===== config.mk =====
export PLATFORM = sky130hd
export DESIGN_NAME = ecc_encode_arbiter
export DESIGN_NICKNAME = d
export VERILOG_FILES = /design/src/rtl/ecc_pkg.sv /design/src/rtl/rr_arbiter.sv /design/src/rtl/ecc_encode_arbiter.sv
export SDC_FILE = /design/constraint.sdc
export NUM_CORES = 1
export LEC_CHECK = 0
export CAP_MARGIN = 10
export CELL_PAD_IN_SITES_DETAIL_PLACEMENT = 0
export CELL_PAD_IN_SITES_GLOBAL_PLACEMENT = 2
export CORE_ASPECT_RATIO = 0.75
export CORE_MARGIN = 2
export CORE_UTILIZATION = 23
export DETAILED_ROUTE_END_ITERATION = 10
export GPL_TIMING_DRIVEN = 0
export PLACE_DENSITY_LB_ADDON = 0.1
export RECOVER_POWER = 100
export SYNTH_ARGS = -nofsm -noshare
export SYNTH_HDL_FRONTEND = slang
export SYNTH_SLANG_ARGS = --single-unit

===== constraint.sdc =====
create_clock -name clk -period 2.7 [get_ports clk]
set_input_delay 0.54 -clock clk [delete_from_list [all_inputs] [get_ports clk]]
set_output_delay 0.54 -clock clk [all_outputs]
set_load 0.01 [all_outputs]

===== src/rtl/ecc_pkg.sv =====
// Shared types and widths for the SECDED encoder arbiter.
package ecc_pkg;

    localparam int unsigned DATA_W = 11;
    localparam int unsigned PAR_W  = 5;
    localparam int unsigned CW_W   = 16;

    typedef struct packed {
        logic [DATA_W-1:0] data;
        logic [PAR_W-1:0]  parity;
    } codeword_t;

    typedef enum logic [1:0] {
        IDLE = 2'd0,
        HOLD = 2'd1,
        RESP = 2'd2
    } state_t;

endpackage


===== src/rtl/rr_arbiter.sv =====
// Combinational round-robin pick: first asserted request at or after ptr, wrapping.
module rr_arbiter
    import ecc_pkg::*;
#(
    parameter int unsigned N = 3
) (
    input  logic [N-1:0]         req,
    input  logic [$clog2(N)-1:0] ptr,
    output logic [N-1:0]         grant,
    output logic [$clog2(N)-1:0] idx,
    output logic                 any
);

    localparam int unsigned IW = $clog2(N);

    always_comb begin
        int unsigned j;
        grant = '0;
        idx   = '0;
        any   = 1'b0;
        j     = 0;
        for (int unsigned k = 0; k < N; k++) begin
            j = (32'(ptr) + k) % N;
            if (!any && req[IW'(j)]) begin
                any           = 1'b1;
                idx           = IW'(j);
                grant[IW'(j)] = 1'b1;
            end
        end
    end

endmodule


===== src/rtl/ecc_encode_arbiter.sv =====
// Shares one registered SECDED encoder among NUM_REQ requesters; holds the winner's
// data for ENC_HOLD edges so the folded overall-parity bit settles before capture.
module ecc_encode_arbiter
    import ecc_pkg::*;
#(
    parameter int unsigned NUM_REQ  = 3,
    parameter int unsigned ENC_HOLD = 2
) (
    input  logic                           clk,
    input  logic                           rstN,
    input  logic [NUM_REQ-1:0]             req_valid,
    input  logic [NUM_REQ-1:0][DATA_W-1:0] req_data,
    output logic [NUM_REQ-1:0]             req_ready,
    output logic                           resp_valid,
    output logic [$clog2(NUM_REQ)-1:0]     resp_id,
    output logic [CW_W-1:0]                resp_codeword,
    input  logic                           resp_ready,
    output logic [DATA_W-1:0]              enc_data_out,
    input  logic [PAR_W-1:0]               enc_parity_in,
    output logic                           busy
);

    localparam int unsigned ID_W  = $clog2(NUM_REQ);
    localparam int unsigned CNT_W = $clog2(ENC_HOLD + 1);

    state_t             state_q, state_d;
    logic [ID_W-1:0]    rr_ptr_q, rr_ptr_d;
    logic [ID_W-1:0]    id_q, id_d;
    logic [DATA_W-1:0]  hold_q, hold_d;
    logic [CNT_W-1:0]   cnt_q, cnt_d;

    logic [NUM_REQ-1:0] grant;
    logic [ID_W-1:0]    grant_idx;
    logic               grant_any;
    codeword_t          cw;

    rr_arbiter #(.N(NUM_REQ)) u_rr_arbiter (
        .req   (req_valid),
        .ptr   (rr_ptr_q),
        .grant (grant),
        .idx   (grant_idx),
        .any   (grant_any)
    );

    always_ff @(posedge clk or negedge rstN) begin
        if (!rstN) begin
            state_q  <= IDLE;
            rr_ptr_q <= '0;
            id_q     <= '0;
            hold_q   <= '0;
            cnt_q    <= '0;
        end else begin
            state_q  <= state_d;
            rr_ptr_q <= rr_ptr_d;
            id_q     <= id_d;
            hold_q   <= hold_d;
            cnt_q    <= cnt_d;
        end
    end

    // Next-state and handshake decode
    always_comb begin
        state_d    = state_q;
        rr_ptr_d   = rr_ptr_q;
        id_d       = id_q;
        hold_d     = hold_q;
        cnt_d      = cnt_q;
        req_ready  = '0;
        resp_valid = 1'b0;
        resp_id    = '0;
        cw         = '0;
        case (state_q)
            IDLE: begin
                if (grant_any) begin
                    req_ready = grant;
                    hold_d    = req_data[grant_idx];
                    id_d      = grant_idx;
                    cnt_d     = '0;
                    state_d   = HOLD;
                end
            end
            HOLD: begin
                cnt_d = cnt_q + CNT_W'(1);
                if (cnt_q == CNT_W'(ENC_HOLD - 1)) begin
                    state_d = RESP;
                end
            end
            RESP: begin
                resp_valid = 1'b1;
                resp_id    = id_q;
                cw.data    = hold_q;
                cw.parity  = enc_parity_in;
                if (resp_ready) begin
                    rr_ptr_d = (id_q == ID_W'(NUM_REQ - 1)) ? '0 : id_q + ID_W'(1);
                    state_d  = IDLE;
                end
            end
            default: state_d = IDLE;
        endcase
    end

    assign resp_codeword = cw;
    assign enc_data_out  = hold_q;
    assign busy          = (state_q != IDLE);

endmodule

Word-level counts from Yosys, hierarchy flattened:

Index checks and enable logic that the tools add are counted.

* $add $sub $neg: 4
* divide/modulo/power cells: 3
* magnitude comparators: 7
* eq/ne operators: 7
* muxes and demuxes: 35
* bitwise operators: 2
* reduce and logical (&&, ||, !) cells: 14

Operator list (count)
* 32-bit by 2-bit remainder unit with 32-bit output (second input constant): 2
* 2-bit by 2-bit remainder unit with 32-bit output (second input constant): 1
* 11-bit binary-select mux with 2-bit select: 1
* 2-bit two-way mux: 9
* 16-bit two-way mux: 1
* 3-bit two-way mux: 5
* 2-bit by 3-bit < comparator with 1-bit output (second input constant): 4
* 11-bit two-way mux: 1
* 1-bit two-way mux: 10
* 1-bit binary-select mux with 2-bit select: 3
* 1-bit demux with 2-bit select: 3
* 2-bit by 1-bit greater-or-equal comparator with 1-bit output (second input constant): 3
* 2-bit inequality test (second input constant): 3
* 3-bit OR: 2
* 2-bit one-hot mux with 3 select lines: 1
* 2-bit AND reduction: 3
* 1-bit logical AND: 5
* 2-bit by 1-bit adder with 2-bit output (second input constant): 2
* 2-bit by 1-bit == test with 1-bit output (second input constant): 2
* 2-bit == test (second input constant): 2
* 2-bit one-hot mux with 2 select lines: 1
* 2-bit nonzero test: 2
* 2-bit by 1-bit adder with 3-bit output (second input constant): 1
* 2-bit by 2-bit adder with 3-bit output (second input constant): 1
* 3 further kinds: 4

* flip-flop bits (word level): 19
* input bits: 44
* output and inout bits: 34

Depth between registers and ports, before layout:

* depth after elaboration: 12
* mapped depth: 10
* mapped depth without buffers: 8

Cells and area by module:

Synthesis repeated with hierarchy kept, for this count alone.

* cell total of the unflattened synthesis: 178
* area, all modules: 1541.5 µm²

By module, submodules not included
* ecc_encode_arbiter: instances 1, cells an instance 125, area each 1193.6 µm², seq. area each 475.5 µm²
* rr_arbiter: instances 1, cells an instance 53, area each 347.8 µm², seq. area each 0.0 µm²

Least setup slack after synthesis:

OpenSTA, ideal clock, no wires.

* kind: flip-flop to output port
* from: register rr_ptr_q[1]
* to: output port req_ready[0]
* data arrival time: 1.790 ns
* data required time: 2.160 ns
* path slack: 0.370 ns
* stages on the path, launching flop included: 9
* path buffers: 2
* cell sequence: dfrtp_1 inv_1 ha_1 buf_6 a21bo_1 a31oi_2 o31ai_4 buf_4 a311oi_1

* longest elaborated chain between the ends: 12

Ends and longest elaborated chain
* from (decl): RTL line ecc_encode_arbiter.sv:27 `logic [ID_W-1:0] rr_ptr_q, rr_ptr_d;`
* from (signal assigned): RTL line ecc_encode_arbiter.sv:54 `rr_ptr_q <= rr_ptr_d;`
* 2-bit by 1-bit adder with 3-bit output or 2-bit by 2-bit remainder unit with 32-bit output (tied branches): RTL line rr_arbiter.sv:23 `j = (32'(ptr) + k) % N;`
* 32-bit by 2-bit remainder unit with 32-bit output, or another cell as far along: RTL line rr_arbiter.sv:23
* 2-bit by 3-bit < comparator with 1-bit output (not written as such), or another cell as far along: RTL line rr_arbiter.sv:27 `grant[IW'(j)] = 1'b1;`
* 1-bit logical AND (not written as such), or another cell as far along: RTL line rr_arbiter.sv:27
* 1-bit two-way mux (not written as such), or another cell as far along: RTL line rr_arbiter.sv:27
* 1-bit demux with 2-bit select, or another cell as far along
* 3-bit OR (no line) or 1-bit two-way mux (tied branches)
* 3-bit two-way mux or 1-bit logical NOT (tied branches): RTL line rr_arbiter.sv:24 `if (!any && req[IW'(j)]) begin`
* 3-bit OR (no line) or 1-bit logical AND (tied branches)
* 3-bit two-way mux or 1-bit two-way mux (tied branches): RTL line rr_arbiter.sv:24
* 3-bit two-way mux (*): RTL line ecc_encode_arbiter.sv:74 `if (grant_any) begin`
* 3-bit two-way mux (*): RTL line ecc_encode_arbiter.sv:72 `case (state_q)`
* to (decl): RTL line ecc_encode_arbiter.sv:13 `output logic [NUM_REQ-1:0] req_ready,`

Every way passes the cells marked *; elsewhere a longest branch is shown, timed or not. The select of a mux whose other input is x is not followed.

Worst setup path in the final report:

* from: register rr_ptr_q[1]
* to: output port req_ready[1]

Same word-level chain as after synthesis.

==> qor.yml <==
status:
  outcome: "completed"
final_layout:
  fill_cells: 721
  final_cell_mix: "clkdlybuf4s50_1, dlygate4sd3_1, dfrtp_1"
  antenna_cells: 0
  final_cells: 367
  fin_nets: 319
  final_common_cell: "clkdlybuf4s50_1"
  drive_gt1_frac: 0.238
  area_growth_pct: 59.8
  fin_area_mm2: 0.00269
yosys:
  ys_seq_elements: 19
  syn_inst: 182
  synth_fp_nets: 231
  synth.distinct_cells: 42
  postSynthAreaPerCell_um2: 9.24
  synth_area_mm2: 0.00168
  ys_seq_area_frac: 0.283
  yosysWarningCount: 0
setup_path:
  path_max_fanout: 10
  path_class: "flip-flop to primary output"
  required_ns: 2.16
  crit_path_start: "rr_ptr_q[1]"
  r2r_start: "rr_ptr_q[1]"
  end_kind: "primary output"
  worst_ep_arrival_time_ns: 2.03
  reg2reg_setup_slack_ns: 0.15
  reg2reg_depth: 10
  worstSetupStartpointType: "flip-flop"
  r2r-end: "id_q[0]"
  crit_end: "req_ready[1]"
sta:
  setup_viol: 0
  finalHoldViolCount: 0
  slew_headroom: 0.404
  final.setup_skew_ns: 0.00864
  fin_ws_ns: 0.126
  tns_ns: 0
  tightest_slew_ns: 0.891
  post-route-min-period_ns: 2.57
  slew_viol_final: 0
  timing.fmax_mhz: 388
  period_share: 0.953
  rsz0062_at_grt: "false"
clocking:
  tritoncts: "yes"
  cts_buffers: 3
  cts_buffer_depth: 2
  clkTransAtPathRegs_ns: 0.08
  clkLatencyLatePin_ns: 0.26
  cts_sinks: 19
  hold_buffers: 0
  h-tree-depth: 1
  clockRootBuffer: "clkbuf_8"
routing:
  drc: 0
  routed_via_density: 4.26
  drtIter0Drc: 40
  vias: 1562
  first_pass_iters: 4
  ant_nets: 0
  drt-wirelength-per-cell_um: 13.9
  routed_wl_um: 5120
power_and_ir_drop:
  finalPower_w: 0.00306
  p_leak_nw: 1.09
  p_per_area_mw_per_mm2: 1140
  max-vdd-ir-drop_mv: 0.535
floorplan:
  pin_count: 78
  die-area_mm2: 0.00802
  die_w_um: 103
  rows: 26
  die_h_um: 78.1
  core_mm2: 0.00693
  initial_core_util: 0.243
global_routing:
  antenna_found_initial: 0
  grt_pass1_wl_um: 7930
  grt_pass1_vias: 1497
  grt-ovfl-total: 0
  grt_max_degree: 20
  grtUsageTotal: 0.127
placement:
  dpl_cell_area_mm2: 0.00256
  routabilityCongestion: 0.776
  place_inst: 356
  numPortBuffers: 76
  dp_slack_ns: -0.618
  place_hpwl_um: 4080
run:
  cap_violations: 0
hold_path:
  hp-class: "flip-flop to flip-flop"
==> per-stage QoR <==
| stage | hold WS (ns) | utilization |
|---|---|---|
| after global placement | 0.479 | 0.370 |
| after floorplan | 0.244 | - |
| after detailed placement | 0.479 | 0.370 |
| final | 0.488 | 0.388 |
| after CTS | 0.490 | 0.384 |
| after global routing | 0.544 | 0.388 |
==> how the worst min path moves through the flow <==
stage	cells past startpoint	slack (ns)	startpoint	end
detailed placement	1	0.48	cnt_q[0]	cnt_q[0]
finish	1	0.49	cnt_q[0]	cnt_q[0]
global placement	1	0.48	cnt_q[0]	cnt_q[0]
floorplan	0	0.24	rstN	cnt_q[0]
global route	1	0.54	id_q[1]	rr_ptr_q[0]
CTS	1	0.49	cnt_q[0]	cnt_q[0]
==> cell type report <==
class	instances	area, µm²	area share
buffer	13	114	0.0424
clock buffer	3	41.3	0.0154
clock inverter	1	5.00	0.00186
inverter	18	67.6	0.0251
multi-input combinational	131	1060	0.395
sequential	19	477	0.177
tap	98	123	0.0456
timing repair buffer	84	800	0.297
==> worst max-delay path, cell delays in order, from the launching register on <==
cell and delay, ns:
dfrtp_1 0.41, buf_4 0.16, ha_4 0.18, buf_6 0.14
nor2b_1 0.10, a211oi_1 0.06, a21oi_1 0.20, nand3_1 0.12
a311oi_2 0.24, clkbuf_2 0.17
==> where the power goes <==
group | leakage [nW] | switching (W) | internal, W | total (W)
Sequential | 0.235 | 0.000120 | 0.000435 | 0.000556
Clock | 0.0255 | 0.0000966 | 0.000103 | 0.000199
Combinational | 0.832 | 0.00119 | 0.00112 | 0.00231
==> repair_timing <==
item | CTS | global route
endpoints found under the setup margin | 3 | 3
gates resized for setup | 16 | 11
endpoints found under the hold margin | 0 | 0
pin swaps | 3 | 2
buffers inserted | 6 | 2
==> synthesized netlist by cell type, drive strengths merged <==
library cell	n	area share
and2	20	0.076
o31ai	2	0.017
nand3	4	0.012
o21a	1	0.0045
mux2i	3	0.018
a21oi	14	0.042
mux2	3	0.025
clkbuf	2	0.0045
nand2b	4	0.015
a21boi	1	0.0045
buf	12	0.069
o22ai	1	0.0037
o41ai	1	0.0052
o211ai	1	0.0045
ha	5	0.037
dfrtp	19	0.28
nand2	8	0.018
a311oi	2	0.010
a31oi	1	0.0074
nor2	6	0.013
a21bo	1	0.0060
inv	18	0.040
nand3b	2	0.0089
a21o	2	0.0089
o311a	1	0.013
a211oi	12	0.086
or2	1	0.0037
o221ai	2	0.014
o21ai	18	0.054
a22oi	10	0.071
nor2b	4	0.021
or2b	1	0.0045
==> state kept, by name, summed over array words and instances, names as in the netlist <==
signal / flops
id_q: 2
rr_ptr_q: 2
state_q: 2
cnt_q: 2
enc_data_out: 11
==> per-layer routing <==
layer,track usage,wire length (µm)
met5,0,0
met4,0.0158,19
met3,0.0232,254
met2,0.187,2220
met1,0.195,2620
==> logic make-up after synthesis <==
logic type               Yosys count  synth area share
multiplexers                       6            0.0424
AO/OA/AOI/OAI                     70             0.352
flip-flops                        19             0.283
adder cells (fa/ha/maj)            5            0.0372
AND/OR/NAND/NOR                   50             0.172
buffers and inverters             32             0.114
Power figures use the tool's default switching activity.
